File: config.mk
export PLATFORM = sky130hd
export DESIGN_NAME = serial_tx
export DESIGN_NICKNAME = d
export VERILOG_FILES = /design/src/rtl/serial_tx.sv
export SDC_FILE = /design/constraint.sdc
export NUM_CORES = 1
export LEC_CHECK = 0
export CAP_MARGIN = 20
export CORE_ASPECT_RATIO = 1.1
export CORE_MARGIN = 4
export CORE_UTILIZATION = 51
export CTS_CLUSTER_SIZE = 10
export DETAILED_ROUTE_END_ITERATION = 16
export PLACE_DENSITY = 0.76
export SETUP_SLACK_MARGIN = 0.02
export SLEW_MARGIN = 20
export SYNTH_ARGS = -nofsm -noshare
export SYNTH_HDL_FRONTEND = slang
export SYNTH_SLANG_ARGS = --single-unit
File: constraint.sdc
create_clock -name clk -period 2 [get_ports clk]
set_clock_uncertainty 0.2 [all_clocks]
set_input_delay 0.4 -clock clk [delete_from_list [all_inputs] [get_ports clk]]
set_output_delay 0.4 -clock clk [all_outputs]
set_load 0.02 [all_outputs]
File: src/rtl/serial_tx.sv
// Parallel-in, serial-out frame transmitter: start bit, LSB-first data, optional even
// parity, stop bit, each held for DIV clocks. The line idles high.
module serial_tx #(
  parameter int unsigned WIDTH  = 8,
  parameter int unsigned DIV    = 4,
  parameter int unsigned PARITY = 0
) (
  input  logic             clk,
  input  logic             preset,
  input  logic [WIDTH-1:0] d,
  input  logic             load,
  output logic             ready,
  output logic             busy,
  output logic             q
);

  localparam int unsigned CntW = (DIV > 1) ? $clog2(DIV) : 1;
  localparam int unsigned BitW = (WIDTH > 1) ? $clog2(WIDTH) : 1;
  localparam logic [CntW-1:0] DivLast = CntW'(DIV - 1);
  localparam logic [BitW-1:0] BitLast = BitW'(WIDTH - 1);

  typedef enum logic [2:0] {
    StIdle,
    StStart,
    StData,
    StPar,
    StStop
  } state_e;

  state_e           state_q, state_d;
  logic [CntW-1:0]  div_cnt_q, div_cnt_d;
  logic [BitW-1:0]  bit_cnt_q, bit_cnt_d;
  logic [WIDTH-1:0] shift_q, shift_d;
  logic             par_q, par_d;
  logic             q_q, q_d;
  logic             bit_done;
  logic             accept;

  always_comb begin
    bit_done  = (div_cnt_q == DivLast);
    // The last stop-bit cycle also accepts, so back-to-back frames have no idle gap.
    accept    = load && ((state_q == StIdle) || ((state_q == StStop) && bit_done));
    state_d   = state_q;
    div_cnt_d = div_cnt_q;
    bit_cnt_d = bit_cnt_q;
    shift_d   = shift_q;
    par_d     = par_q;

    if (state_q != StIdle) begin
      div_cnt_d = bit_done ? '0 : div_cnt_q + 1'b1;
    end

    unique case (state_q)
      StIdle: begin
        state_d = StIdle;
      end
      StStart: begin
        if (bit_done) begin
          state_d   = StData;
          bit_cnt_d = '0;
        end
      end
      StData: begin
        if (bit_done) begin
          shift_d = shift_q >> 1;
          if (bit_cnt_q == BitLast) begin
            bit_cnt_d = '0;
            state_d   = (PARITY != 0) ? StPar : StStop;
          end else begin
            bit_cnt_d = bit_cnt_q + 1'b1;
          end
        end
      end
      StPar: begin
        if (bit_done) state_d = StStop;
      end
      StStop: begin
        if (bit_done) state_d = StIdle;
      end
      default: begin
        state_d = StIdle;
      end
    endcase

    if (accept) begin
      state_d   = StStart;
      div_cnt_d = '0;
      bit_cnt_d = '0;
      shift_d   = d;
      par_d     = (PARITY != 0) ? ^d : 1'b0;
    end

    // Line value follows the next state so q is registered yet aligned with it.
    case (state_d)
      StStart: q_d = 1'b0;
      StData:  q_d = shift_d[0];
      StPar:   q_d = par_d;
      default: q_d = 1'b1;
    endcase
  end

  always_ff @(posedge clk or negedge preset) begin
    if (!preset) begin
      state_q   <= StIdle;
      div_cnt_q <= '0;
      bit_cnt_q <= '0;
      shift_q   <= '0;
      par_q     <= 1'b0;
      q_q       <= 1'b1;
    end else begin
      state_q   <= state_d;
      div_cnt_q <= div_cnt_d;
      bit_cnt_q <= bit_cnt_d;
      shift_q   <= shift_d;
      par_q     <= par_d;
      q_q       <= q_d;
    end
  end

  assign q     = q_q;
  assign ready = (state_q == StIdle);
  assign busy  = (state_q != StIdle);

endmodule

Word level (Yosys, flattened, before mapping)
Index checks and enable logic that the tools add are counted.
Widths: inputs -> output; s select.

operators by class
  add/subtract/negate cells = 2
  $mul = 0
  div/mod/pow operators = 0
  $lt $le $gt $ge = 0
  eq/ne operators = 11
  shift operators = 0
  multiplexer cells = 20
  bitwise gates (word level) = 0
  reduce and logical (&&, ||, !) cells = 11

operator list
  cell                 count
  $mux 3               10
  $mux 8               3
  $eq 3x2->1 const B   4
  $pmux 3 s4           1
  $eq 3x1->1 const B   2
  $eq 3x3->1 const B   2
  $mux 2               3
  $ne 3x3->1 const B   2
  $pmux 3 s2           1
  $reduce_bool 2->1    3
  $reduce_bool 3->1    2
  $add 3x1->3 const B  1
  $logic_not 3->1      1
  $pmux 1 s3           1
  $reduce_and 3->1     1
  $add 2x1->2 const B  1
  $eq 2x2->1 const B   1
  $logic_and 1x1->1    2
  $reduce_and 2->1     1
  $logic_or 1x1->1     1
  $mux 1               1

word-level totals
  register bits = 18
  bits in latches = 0
  RAM bits = 0
  memory bits (read-only) = 0
  output and inout port bits = 3
  memories kept = 0

Depth between registers and ports, before layout
  depth after elaboration = 7
  mapped depth = 6
  gate-level depth less buffers = 6

Worst setup path before layout
No wires, ideal clock.

  path type = reg2reg
  start point = register state_q[1]
  end point = register div_cnt_q[1]
  setup time = 0.130 ns
  arrival = 1.705 ns
  data required time = 1.670 ns
  slack = -0.035 ns
  stages on the path, launching flop included = 6
  path buffers = 1
  period minus slack after synthesis = 2.035 ns
  path through = dfrtp_1 buf_2 nor3_1 inv_1 nor2_1 o21ai_0

between the ends
  elaborated cells on any way between the ends = 8

RTL lines
  item                                         RTL line  RTL
  start, declared                              30        state_e state_q, state_d;
  start signal, assigned                       104       state_q <= StIdle;
  start signal, assigned                       111       state_q <= state_d;
  $logic_not 3->1 *                            --
  net ready                                    12        output logic ready,
  $logic_or 1x1->1 *                           42        accept = load && ((state_q == StIdle) || ((state_q == StStop) && bit_done));
  $logic_and 1x1->1 *                          42
  $mux 2 or $reduce_bool 2->1 (tied branches)  --
  end signal, assigned                         112       div_cnt_q <= div_cnt_d;
  end, declared                                31        logic [CntW-1:0] div_cnt_q, div_cnt_d;

Mark *: on every way through the listed nets, which the timed path passes. The rest lies on a longest branch.
A chain may end at the register's enable or synchronous reset.

Worst setup path after layout
  start point = register state_q[0]
  end point = output port busy

between the ends
  longest elaborated chain between the ends = 1

RTL lines
  item               RTL line  RTL
  $reduce_bool 3->1  122       assign busy = (state_q != StIdle);
  end, declared      13        output logic busy,

No other way between the ends.

==> impl_results.md <==
* Outcome: completed
* Largest family of logic cells by synthesized area: simple AND/OR/NAND/NOR gates
* Top Ports at 14
* Diode count at 0
* GPL Wtd Cong at about 0.83
* R2r worst-path depth at 5
* Fin. Hold Viols at 0
* PD cells at between 1000 and 1500 nW/um2
* CP required at between 1000 and 1500 ps
* Max cap viols at 0
* Die H at approximately 52 um
* Die X at between 40 and 50 um
* GRT Overall Usage at 17.3%
* Nets at roughly 130
* Setup crit end kind: output pin
* Yosys reg bits at 18
* Xor/xnor share of the synthesized area at 0%
* Initial antenna violation count at 0
* Initial Utilization at between 50% and 60%
* Avg Inst Size Synth at between 9 and 10 um2
* Layout cells sized above 1 at 11.1%
* Vias in the first global route at about 730
* Clock-pin slew on the worst setup and hold paths at ~110 ps
* CP Class: reg2out
* Pin count of the biggest net entering global routing at 19
* Postcts setup bufs at 0
* Routed len/inst at between 10 and 15 um
* H-tree levels at 1
* DP Area at roughly 1100 um2
* Clock sinks at 18
* TritonRoute pass-1 iters at 4
* Leakage power at about 0.00050 uW
* Setup-failing EPs final at 0
* Area delta synth->final at 22.6%
* Final WL at ~1800 um
* CTS max path bufs at 2
* Fin crit period at 1920 ps
* Worst reg2reg startpoint: div_cnt_q[0]
* Layout Cells excl Fill at approximately 130
* Post-DP HPWL at around 1400 um
* Worst reg-to-reg setup slack at about 250 ps
* Reg2Reg Capture Point: shift_q[3]
* Skew-Pair Late Insertion Delay at about 300 ps
* Grt total ovfl at 0
* Final period util at 96.1%
* Maximum clock frequency at between 500 and 600 MHz
* Setup TNS at 0 ps
* Grt met1 use at around a quarter
* WHS at ~200 ps
* Vias post-DR at around 760
* Slew HR at between 80% and 90%
* Synth Warn # at 0
* Final max-slew violation count at 0
* Synthesized cell area at around 900 um2
* Cell area after layout at 1090 um2
* Grt peak-use layer: met1
* Syn nets at roughly 110
* First-pass GRT wire length at approximately 3100 um
* DIE AREA at approximately 2500 um2
* DRC at 0
* Placed cells at 130
* CP Max Fanout at 3
* Clk root buf: clkbuf_4
* CTS tree: built
* Worst setup path endpoint: busy
* RSZ-0062 raised after global routing: false
* TritonCTS Buffers at 3
* Syn Inst Count at 98
* Post-synthesis adder-cell area fraction at ~4.2%
* Grt met2 use at around a quarter
* Slew @ Worst Pin at 274 ps
* Mux contribution to synthesized area at 1.13%
* Peak VDD IR at ~760 uV
* Worst hold-check path type: in2async
* I/O Buffers at 13
* Site row count at 15
* Unique cell type count in the Yosys netlist at 26
* Post-Synth Simple-Gate Area at 23.8%
* Startpoint types: register
* Routed vias/inst at 5.63
* Seq/Total Area, Yosys at about 51%
* Routed Antenna Nets at 0
* Synth Area in Compound Gates at ~15%
* Grt met3 use at under 10%
* Pwr Total at roughly 1500 uW
* Core Area at between 1500 and 2000 um2
* Worst Path Arrival at ~1300 ps
* CP Launch Point: state_q[0]
* DR iter-0 viols at 27
[synthesized netlist by cell type]
library cell	number	share of area (%)
a22oi_1	3	2.5
a211oi_1	1	0.85
dfrtp_1	17	48
inv_1	4	1.7
dfstp_2	1	3.0
and2_1	2	1.4
nor2_1	10	4.2
buf_2	4	2.3
nand2b_1	1	0.71
and3_1	1	0.71
o21ai_0	3	1.7
ha_1	3	4.2
o31ai_1	1	0.85
nand3b_1	1	0.85
o32ai_1	1	0.99
nor3_1	1	0.56
nor2b_1	3	2.1
nand3_1	4	2.3
nand2_1	21	8.9
and4bb_2	1	1.4
a31oi_1	5	3.5
o22ai_1	2	1.4
or3_1	1	0.71
buf_6	1	1.3
mux2i_1	1	1.1
a21oi_1	5	2.8
[sequential cells by signal, indices dropped and copies added (netlist names)]
register,count
bit_cnt_q,3
par_q,1
div_cnt_q,2
state_q,3
shift_q,8
q,1
[metrics by stage]
stage          utilization [%]  setup slack [ps]
2_1_floorplan                -               253
3_3_place_gp              66.0               175
3_5_place_dp              66.0               133
4_1_cts                   67.4              54.7
5_1_grt                   67.4              26.1
6_report                  67.4              78.9
[worst min-delay path by stage]
stage / startpoint / to / depth (start not counted)
after global placement: div_cnt_q[1] / div_cnt_q[1] / 2
final: preset / bit_cnt_q[1] / 2
after CTS: preset / bit_cnt_q[1] / 2
after global routing: preset / bit_cnt_q[2] / 2
after detailed placement: shift_q[2] / shift_q[1] / 2
after floorplan: preset / bit_cnt_q[0] / 0
[cell families (layout without fill, tap and decap cells)]
kind of cell	Yosys count	after routing
compound gates	21	21
fa+ha+maj	3	3
buf+inv	9	28
flops	18	18
mux	1	1
simple gates	46	46
[placed cells by master (no fill, tap or decap)]
master           Yosys  routed
a211oi_1             1       1
a21oi_1              5       5
a22oi_1              3       3
a31oi_1              5       5
and2_1               2       2
and3_1               1       1
and4bb_2             1       1
buf_4                0       7
clkbuf_1             0       1
clkbuf_4             0       3
clkdlybuf4s50_1      0      10
dfrtp_1             17      17
dfstp_2              1       1
dlygate4sd2_1        0       3
ha_1                 3       3
inv_1                4       4
mux2i_1              1       1
nand2_1             21      21
nand2b_1             1       1
nand3_1              4       4
nand3b_1             1       1
nor2_1              10      10
nor2b_1              3       3
nor3_2               0       1
o21ai_0              3       3
o22ai_1              2       2
o31ai_1              1       1
o32ai_1              1       1
or3_1                1       1
[report_power, final]
group | switching [uW] | total [uW] | internal [uW]
Sequential | 87.8 | 615 | 527
Combinational | 380 | 671 | 291
Clock | 116 | 193 | 77.7
Total | 584 | 1480 | 895
[routing by layer]
layer	up-vias	wire, um
met3	2	104
met1	352	801
met4	0	13
met5	-	0
li1	377	-
met2	24	918
[repair_timing]
item / CTS / global route
setup endpoints to repair: 3 / 1
hold buffers: 0 / 0
pin swaps: 0 / 1
gates resized for setup: 3 / 0
[layout make-up]
type / count / area [um2]
Inverter: 4 / 15.0
Tap cell: 17 / 21.3
Sequential cell: 18 / 452
Fill cell: 138 / 527
Clock buffer: 4 / 26.3
Multi-Input combinational cell: 71 / 394
Timing Repair Buffer: 20 / 179
[worst max-delay path, stage by stage (launching register included)]
cell and delay [ps]:
dfrtp_1 400, nor3_2 240, inv_1 80, dlygate4sd2_1 320
(Power assumes the default switching activity.)
